`src/rtl/vector_cmd_sequencer.sv`:
```
// rtl/vector_cmd_sequencer.sv - command FIFO and one-segment-at-a-time sequencer for the line rasteriser
module vector_cmd_sequencer #(
  parameter int DEPTH = 16,
  parameter int XMAX  = 639,
  parameter int YMAX  = 479
) (
  input  logic                     clk25,
  input  logic                     rst,
  input  logic                     cmd_valid,
  input  logic [15:0]              cmd_data,
  output logic                     cmd_ready,
  input  logic                     busy,
  output logic                     draw_enable,
  output logic [9:0]               x_from,
  output logic [9:0]               y_from,
  output logic [9:0]               x_to,
  output logic [9:0]               y_to,
  output logic [$clog2(DEPTH):0]   fifo_level,
  output logic                     idle,
  output logic [15:0]              seg_count
);

  localparam int AW = $clog2(DEPTH);
  localparam logic [AW:0]   LVL_FULL = (AW+1)'(DEPTH);
  localparam logic [AW:0]   LVL_ONE  = (AW+1)'(1);
  localparam logic [AW-1:0] PTR_ONE  = AW'(1);
  localparam logic [9:0]    XMAX_C   = 10'(XMAX);
  localparam logic [9:0]    YMAX_C   = 10'(YMAX);

  typedef enum logic [2:0] {
    ST_IDLE, ST_FETCH, ST_ISSUE, ST_WAIT_START, ST_WAIT_DONE
  } state_t;

  logic [15:0]   mem_q [DEPTH];
  logic [AW-1:0] wr_ptr_q, wr_ptr_d, rd_ptr_q, rd_ptr_d;
  logic [AW:0]   level_q, level_d;
  state_t        state_q, state_d;
  logic [9:0]    cur_x_q, cur_x_d, cur_y_q, cur_y_d, pend_x_q, pend_x_d;
  logic [9:0]    x_from_q, x_from_d, y_from_q, y_from_d;
  logic [9:0]    x_to_q, x_to_d, y_to_q, y_to_d;
  logic [15:0]   seg_count_q, seg_count_d;
  logic          push, pop;
  logic [15:0]   word;
  logic [9:0]    ty;

  function automatic logic [9:0] clamp(input logic [9:0] v, input logic [9:0] lim);
    return (v > lim) ? lim : v;
  endfunction

  assign cmd_ready  = (level_q != LVL_FULL);
  assign fifo_level = level_q;
  assign idle       = (level_q == '0) && (state_q == ST_IDLE) && !busy;
  assign x_from     = x_from_q;
  assign y_from     = y_from_q;
  assign x_to       = x_to_q;
  assign y_to       = y_to_q;
  assign seg_count  = seg_count_q;

  // FIFO bookkeeping, command decode and the segment handshake state machine
  always_comb begin
    push        = cmd_valid && cmd_ready;
    pop         = (state_q == ST_FETCH) && (level_q != '0);
    word        = mem_q[rd_ptr_q];
    ty          = clamp(word[9:0], YMAX_C);
    wr_ptr_d    = push ? wr_ptr_q + PTR_ONE : wr_ptr_q;
    rd_ptr_d    = pop ? rd_ptr_q + PTR_ONE : rd_ptr_q;
    level_d     = level_q;
    state_d     = state_q;
    cur_x_d     = cur_x_q;
    cur_y_d     = cur_y_q;
    pend_x_d    = pend_x_q;
    x_from_d    = x_from_q;
    y_from_d    = y_from_q;
    x_to_d      = x_to_q;
    y_to_d      = y_to_q;
    seg_count_d = seg_count_q;
    draw_enable = 1'b0;

    case ({push, pop})
      2'b10:   level_d = level_q + LVL_ONE;
      2'b01:   level_d = level_q - LVL_ONE;
      default: level_d = level_q;
    endcase

    case (state_q)
      ST_IDLE: begin
        if (level_q != '0) state_d = ST_FETCH;
      end
      ST_FETCH: begin
        state_d = ST_IDLE;
        if (pop) begin
          case (word[15:14])
            2'b01: pend_x_d = clamp(word[9:0], XMAX_C);
            2'b10: begin
              cur_x_d = pend_x_q;
              cur_y_d = ty;
              if (word[12]) begin
                x_from_d = cur_x_q;
                y_from_d = cur_y_q;
                x_to_d   = pend_x_q;
                y_to_d   = ty;
                state_d  = ST_ISSUE;
              end
            end
            default: ;
          endcase
        end
      end
      ST_ISSUE: begin
        // A rasteriser already busy (possibly for another source) holds us here.
        if (!busy) begin
          draw_enable = 1'b1;
          seg_count_d = seg_count_q + 16'd1;
          state_d     = ST_WAIT_START;
        end
      end
      ST_WAIT_START: begin
        // busy is still low in the cycle after the pulse; only its rise means "started".
        if (busy) state_d = ST_WAIT_DONE;
      end
      ST_WAIT_DONE: begin
        if (!busy) state_d = ST_IDLE;
      end
      default: state_d = ST_IDLE;
    endcase
  end

  // FIFO storage; contents need no reset because the pointers are cleared
  always_ff @(posedge clk25) begin
    if (push) mem_q[wr_ptr_q] <= cmd_data;
  end

  // state and datapath registers
  always_ff @(posedge clk25) begin
    if (rst) begin
      wr_ptr_q    <= '0;
      rd_ptr_q    <= '0;
      level_q     <= '0;
      state_q     <= ST_IDLE;
      cur_x_q     <= '0;
      cur_y_q     <= '0;
      pend_x_q    <= '0;
      x_from_q    <= '0;
      y_from_q    <= '0;
      x_to_q      <= '0;
      y_to_q      <= '0;
      seg_count_q <= '0;
    end else begin
      wr_ptr_q    <= wr_ptr_d;
      rd_ptr_q    <= rd_ptr_d;
      level_q     <= level_d;
      state_q     <= state_d;
      cur_x_q     <= cur_x_d;
      cur_y_q     <= cur_y_d;
      pend_x_q    <= pend_x_d;
      x_from_q    <= x_from_d;
      y_from_q    <= y_from_d;
      x_to_q      <= x_to_d;
      y_to_q      <= y_to_d;
      seg_count_q <= seg_count_d;
    end
  end

endmodule

```
`config.mk`:
```
export PLATFORM = sky130hd
export DESIGN_NAME = vector_cmd_sequencer
export DESIGN_NICKNAME = d
export VERILOG_FILES = /design/src/rtl/vector_cmd_sequencer.sv
export SDC_FILE = /design/constraint.sdc
export NUM_CORES = 1
export LEC_CHECK = 0
export CORE_UTILIZATION = 45
export CTS_CLUSTER_DIAMETER = 150
export DETAILED_ROUTE_END_ITERATION = 6
export PLACE_DENSITY_LB_ADDON = 0.15
export RECOVER_POWER = 50
export SYNTH_ARGS = -nofsm -noshare
export SYNTH_HDL_FRONTEND = slang
export SYNTH_SLANG_ARGS = --single-unit
```
`constraint.sdc`:
```
create_clock -name clk25 -period 5.1 [get_ports clk25]
set_input_delay 1.53 -clock clk25 [delete_from_list [all_inputs] [get_ports clk25]]
set_output_delay 1.53 -clock clk25 [all_outputs]
set_load 0.01 [all_outputs]
```
Word level (Yosys, flattened, before mapping)
Memories as Yosys holds them, arrays and structs flattened. A register that Yosys moved wholly into a read port is not among the register bits.
Index checks and enable logic that the tools add are counted.
{"block": "op_classes", "add_sub_neg": 5, "n_lt_le_gt_ge": 2, "n_eq_ne": 13, "muxes": 17, "bitwise_logic": 1, "n_reduce_logical": 14}
{"cell": "two-way mux 10 bit", "n": 2}
{"cell": "adder 16 x 1 -> 16 bit (second input constant)", "n": 1}
{"cell": "one-hot mux 3 bit (5 select lines)", "n": 1}
{"cell": "two-way mux 3 bit", "n": 4}
{"cell": "greater-than comparator 10 bit (second input constant)", "n": 1}
{"cell": "greater-than comparator 10 x 9 -> 1 bit (second input constant)", "n": 1}
{"cell": "one-hot mux 5 bit (2 select lines)", "n": 1}
{"cell": "adder 4 x 1 -> 4 bit (second input constant)", "n": 2}
{"cell": "two-way mux 4 bit", "n": 2}
{"cell": "AND reduction 4 bit", "n": 2}
{"cell": "== test 3 x 2 -> 1 bit (second input constant)", "n": 2}
{"cell": "two-way mux 2 bit", "n": 3}
{"cell": "!= test 2 bit (second input constant)", "n": 3}
{"cell": "AND reduction 3 bit", "n": 2}
{"cell": "adder 5 x 1 -> 5 bit (second input constant)", "n": 1}
{"cell": "logical NOT 5 bit", "n": 1}
{"cell": "!= test 5 bit (second input constant)", "n": 1}
{"cell": "nonzero test 5 bit", "n": 1}
{"cell": "subtractor 5 x 1 -> 5 bit (second input constant)", "n": 1}
{"cell": "== test 2 x 1 -> 1 bit (second input constant)", "n": 2}
{"cell": "== test 2 bit (second input constant)", "n": 2}
{"cell": "logical AND 1 bit", "n": 4}
{"cell": "two-way mux 1 bit", "n": 4}
{"cell": "== test 3 x 1 -> 1 bit (second input constant)", "n": 1}
{"cell": "other kinds (7)", "n": 7}
{"block": "word_totals", "reg_bits": 102, "mem_bits_rw": 256, "input_bits": 20, "output_inout_bits": 64, "wordCells": 65, "n_memories": 1}
{"name": "mem_q", "words": 16, "word_bits": 16, "read_ports": 1, "rd_clocked_by_memory_dff": 1, "wr": 1, "line": "34", "source": "logic [15:0] mem_q [DEPTH];"}

Depth between registers and ports, before layout
Gate-level depths: netlist (run 1).
{"block": "logic_depth", "ltp_word": 4, "ltp_mapped": 16, "mapped_depth_nobuf": 13}

Worst setup path after synthesis (run 1)
OpenSTA, ideal clock, no wires.
{"block": "synth_path", "kind": "input to output", "start": "input port busy", "end": "output port idle", "t_arrival_ps": 2191, "required_ps": 3570, "setup_slack_ps": 1379, "cell_stages": 2, "n_path_buf": 0, "cell_sequence": "or4_1 > nor3_1"}
{"block": "synth_via", "elab_chain_cells": 2}
{"item": "from (decl)", "line": "12", "source": "input logic busy,"}
{"item": "logical NOT 1 bit"}
{"item": "logical AND 1 bit", "line": "52", "source": "assign idle = (level_q == '0) && (state_q == ST_IDLE) && !busy;"}
{"item": "to (decl)", "line": "19", "source": "output logic idle,"}
No other way between the ends.

Final worst setup path (run 1)
Ends and elaborated chain as after synthesis.

==> flow_summary.toml, run 1 <==
[run_status]
status = "finished, violations left"
violations = "max-capacitance violations, max-slew violations"

[global_route]
antenna_found_initial = 0
gr-total-overflow = 0
grt_use_met3 = 0.0310
grt_max_degree = 79
met2_usage = 0.313
grt_pass1_wl_um = 39600
met1_usage = 0.246
top_usage_layer = "met2"
first_global_vias = 6754
grtUsageTotal = 0.185

[sta]
rsz0062_at_grt = "no"
final_hold_viol_count = 0
setup_violations = 0
tns_ps = 0
fmax_mhz = 213
finalCritPeriodShare = 0.922
maxSlewViolCount = 79
slew_headroom = -1.23
fin_worst_skew_ps = 17.1
min_period_ps = 4700
worst_pin_slew_ps = 3340

[power]
power.share.combinational = 0.112
seqPwrFrac = 0.497
internal-power_uw = 4380
p_per_area_nw_per_um2 = 396
clkPwrFrac = 0.392
switching_share = 0.239
worst_ir_drop_vdd_v = 0.000204
p_leak_uw = 0.00487
switching_power_uw = 1380

[setup_path]
crit_type = "input port to output pin"
cp-end-kind = "output pin"
start_kind = "input port"
cp.required_ps = 3570
cp.arrival_ps = 3170
worst-path-max-fanout = 5

[finish]
fin_util = 0.538
area_growth_pct = 16.7
final_nets = 904
antennaDiodeCount = 0
layout_commonest_cell = "edfxtp_1"
drive_gt1_frac = 0.163
layout_common_cells = "edfxtp_1 (208), dfxtp_1 (104), nor2_1 (93), mux2i_1 (65), dlygate4sd3_1 (50)"

[clocking]
cts_hold_buf = 0
cts-root-buf = "clkbuf_16"
cts.reportedPaths.clkPinSlew_ps = 60
tritoncts = "built"
clock_latency_ps = 510
clock_path_buffers = 3
cts_resized = 0
numCtsBuffers = 34
cts.sinks = 314
postCtsSetupRepairBufs = 0
cts.htree.levels = 2

[synth]
yosysSeqAreaShare = 0.672
syn_area_per_cell_um2 = 15.8
synth_edf_count = 208
syn-num-nets = 817
async_flop_share = 0
syn_area_um2 = 12400
syn-instance-count = 788
synth-seq-cells = 314
ys_types = 64
yosys_warnings = 0
synth-main-ff-cell = "edfxtp_1"

[job]
cap_viol_max_count = 1

[detailed_routing]
routed_wl_um = 25700
detail_route.drc_violations = 0
vias_per_cell = 5.51
postRouteAntennaNets = 0
wl_per_cell_um = 20.7
num_vias = 6843
drt_iter0_drc = 494
firstDrtPassIters = 6

[die]
die_area_um2 = 28300
rows = 60
die_h_um = 168
core_um2 = 27000
io_pins = 84
die_x_um = 168
initial_core_util = 0.461

[hold_path]
min_path_type = "register to register"

[placed_design]
gp_congestion = 0.763
io_buffers = 80
dp_hpwl_um = 15900
==> power by group through the flow <==
stage | Combinational (uW) | Clock, uW | Sequential [uW]
global route | 701 | 2410 | 2870
CTS | 658 | 2310 | 2860
global placement | 637 | 0 | 2910
floorplan | 505 | 0 | 2870
detailed placement | 656 | 0 | 2910
finish | 642 | 2250 | 2860
==> synthesized netlist by cell type, types with 3 or more instances <==
cell,n,area [um2]
mux4_1,8,210
nor3_1,10,50.1
o21ai_0,8,40.0
dfxtp_1,106,2120
nor2b_1,5,31.3
buf_2,7,35.0
buf_6,12,135
nor3_2,5,50.1
a22oi_1,5,37.5
nand4_1,6,37.5
a211oi_1,9,67.6
and2b_1,4,30.0
nand2b_1,4,25.0
buf_1,3,11.3
o21bai_1,6,45.0
a22o_1,4,35.0
o21ai_1,3,15.0
or3_1,7,43.8
xor2_1,16,140
inv_1,11,41.3
edfxtp_1,208,6250
buf_4,5,37.5
a21oi_1,13,65.1
nor2_1,102,383
nand3_1,13,65.1
clkbuf_1,11,41.3
mux4_2,43,968
and3b_1,3,26.3
ha_1,9,113
a31oi_1,6,37.5
xnor2_1,6,52.6
nand2_1,20,75.1
mux2i_1,65,651
a211oi_2,6,75.1
==> area by class of cell <==
cell class | instances | area [um2]
Inverter | 13 | 62.6
Fill cell | 2188 | 12500
Timing Repair Buffer | 94 | 897
Clock buffer | 51 | 955
Multi-Input combinational cell | 418 | 3750
Tap cell | 341 | 427
Sequential cell | 314 | 8370
Clock inverter | 11 | 70.1
==> metal layers <==
metal	routed length, um	share of wire
met5	0	0
met4	585	0.023
met3	1000	0.039
met2	12600	0.49
met1	11500	0.45
==> logic make-up (layout without fill, tap and decap cells) <==
logic type	after synthesis	count (layout)	share of synthesized area
flip-flops	314	314	0.672
AND/OR/NAND/NOR	199	199	0.0806
multiplexers	117	117	0.148
AO/OA/AOI/OAI	71	71	0.0432
buffers and inverters	56	169	0.0316
XOR/XNOR	22	22	0.0155
adder cells (fa/ha/maj)	9	9	0.00905
==> sequential cells by signal, indices dropped and copies added (netlist names), named ones only <==
name,count
mem_q,208
seg_count,16
cur_x_q,10
cur_y_q,10
pend_x_q,10
x_from,10
x_to,10
y_from,10
y_to,10
fifo_level,5
rd_ptr_q,4
wr_ptr_q,4
state_q,3
==> path summary, 6_finish.rpt <==
kind                                            from                  endpoint  slack, ps  cells past startpoint
worst max-delay path                            busy                      idle        400                      4
worst min-delay path            y_to[9]$_SDFFE_PP0P_      y_to[9]$_SDFFE_PP0P_        470                      1
worst max register to register              register  pend_x_q[0]$_SDFFE_PP0P_       1760                      7
worst min register to register  y_to[9]$_SDFFE_PP0P_      y_to[9]$_SDFFE_PP0P_        470                      1
==> worst max-delay path: stages <==
cell and delay (ps):
clkdlybuf4s50_1 500, or4_1 430, nor3_1 150, clkdlybuf4s50_1 560
==> stage by stage <==
step	total power [uW]	worst slack (ps)	hold WS [ps]	cells	cell area (um2)
6_report	5750	399	467	1242	14500
5_1_grt	5980	276	475	1242	14500
4_1_cts	5820	384	474	1242	14600
3_5_place_dp	3570	390	465	1180	13500
3_3_place_gp	3550	387	464	1180	13500
2_1_floorplan	3380	1380	444	788	12400
(Power assumes the default switching activity.)
==> inputs of run 2 (changes only) <==
Settings changed: CTS_CLUSTER_DIAMETER 150 to default, CTS_CLUSTER_SIZE from default to 12.
==> run 2 against run 1 <==
Net effect: the run still ends with max-capacitance violations, max-slew violations left; hold slack stayed put; critical path type unchanged; utilization hardly changed; final cell count is 0.16% lower; first-iteration DRC count is 1.8% lower; clock skew is 2.0 ps lower.
==> flow_summary.toml, run 2 (synthesized netlist as in run 1, its figures left out) <==
[finish]
layout_commonest_cell = "edfxtp_1"
fin_util = 0.537
antennaDiodeCount = 0
drive_gt1_frac = 0.161
regMostFlops = "mem_q"
fillers = 2181
final_nets = 904
layout_common_cells = "edfxtp_1 (208), dfxtp_1 (104), nor2_1 (93), mux2i_1 (65), dlygate4sd3_1 (50)"
area_growth_pct = 16.7
largest_reg_flops = 208
finalInstanceArea_um2 = 14500

[clocking]
numCtsBuffers = 34
tritoncts = "built"
clock_latency_ps = 510
cts.reportedPaths.clkPinSlew_ps = 60
cts.sinks = 314
postCtsSetupRepairBufs = 0
cts_hold_buf = 0
cts-root-buf = "clkbuf_16"
cts.htree.levels = 2
cts_resized = 0
clock_path_buffers = 3

[power]
p_per_area_nw_per_um2 = 395
worst_ir_drop_vdd_v = 0.000206
total_power_uw = 5740
p_leak_uw = 0.00487

[placed_design]
placed_cell_area_um2 = 13500
io_buffers = 80
gp_congestion = 0.763
dp_hpwl_um = 15900

[global_route]
gr-total-overflow = 0
grt_pass1_wl_um = 39600
grtUsageTotal = 0.185
grt_max_degree = 79
first_global_vias = 6749
antenna_found_initial = 0

[detailed_routing]
routed_wl_um = 25600
postRouteAntennaNets = 0
drt_iter0_drc = 485
wl_per_cell_um = 20.6
firstDrtPassIters = 4
detail_route.drc_violations = 0
vias_per_cell = 5.50
num_vias = 6817

[setup_path]
start_kind = "input port"
cp.arrival_ps = 3170
crit_type = "input port to output pin"
cp-end-kind = "output pin"
worst-path-max-fanout = 5
cp.required_ps = 3570
setup.worst_path.start = "busy"

[sta]
min_period_ps = 4700
finalCritPeriodShare = 0.922
fmax_mhz = 213
worst_pin_slew_ps = 3340
whs_ps = 467
setup_violations = 0
rsz0062_at_grt = "no"
maxSlewViolCount = 79
fin_worst_skew_ps = 15.1
slew_headroom = -1.23
tns_ps = 0
final_hold_viol_count = 0

[die]
core_um2 = 27000
initial_core_util = 0.461
io_pins = 84
die_h_um = 168
die_x_um = 168
rows = 60
die_area_um2 = 28300

[run_status]
violations = "max-capacitance violations, max-slew violations"
status = "finished, violations left"

[job]
cap_viol_max_count = 1

[hold_path]
min_from = "y_to[9]$_SDFFE_PP0P_"
min_path_type = "register to register"
==> run 2: final cells by class <==
type	count	area, um2	area share
repair buffers	94	897	0.0618
clock inverters	8	56.3	0.00388
inverters	13	62.6	0.00431
well taps	341	427	0.0294
multi-input cells	418	3750	0.258
flip-flops and latches	314	8370	0.576
clock buffers	52	958	0.0660
==> run 2: power by group <==
| group | switching, uW | internal [uW] |
|---|---|---|
| Sequential | 80.9 | 2780 |
| Clock | 941 | 1300 |
| Combinational | 342 | 298 |
| Total | 1360 | 4380 |
==> run 2: worst paths after layout <==
kind,to,slack (ps),cells after the start
setup / recovery,idle,400,4
hold / removal,y_to[9]$_SDFFE_PP0P_,470,1
setup reg to reg,y_from[2]$_SDFFE_PP0P_,1800,8
hold reg to reg,y_to[9]$_SDFFE_PP0P_,470,1
==> run 2: layer usage <==
| metal | vias to the layer above | track usage | share of wire |
|---|---|---|---|
| li1 | 3171 | - | - |
| met4 | 0 | 0.0545 | 0.022 |
| met5 | - | 0 | 0 |
| met2 | 150 | 0.312 | 0.49 |
| met1 | 3448 | 0.249 | 0.44 |
| met3 | 48 | 0.0282 | 0.041 |
==> run 2: metrics by stage <==
stage | worst slack [ps] | std cells
after floorplan | 1380 | 788
after global placement | 387 | 1180
after detailed placement | 390 | 1180
after CTS | 384 | 1240
after global routing | 281 | 1240
final | 399 | 1240
==> run 2: critical path, cell delays in order <==
cell,delay (ps)
clkdlybuf4s50_1,500
or4_1,430
nor3_1,150
clkdlybuf4s50_1,560
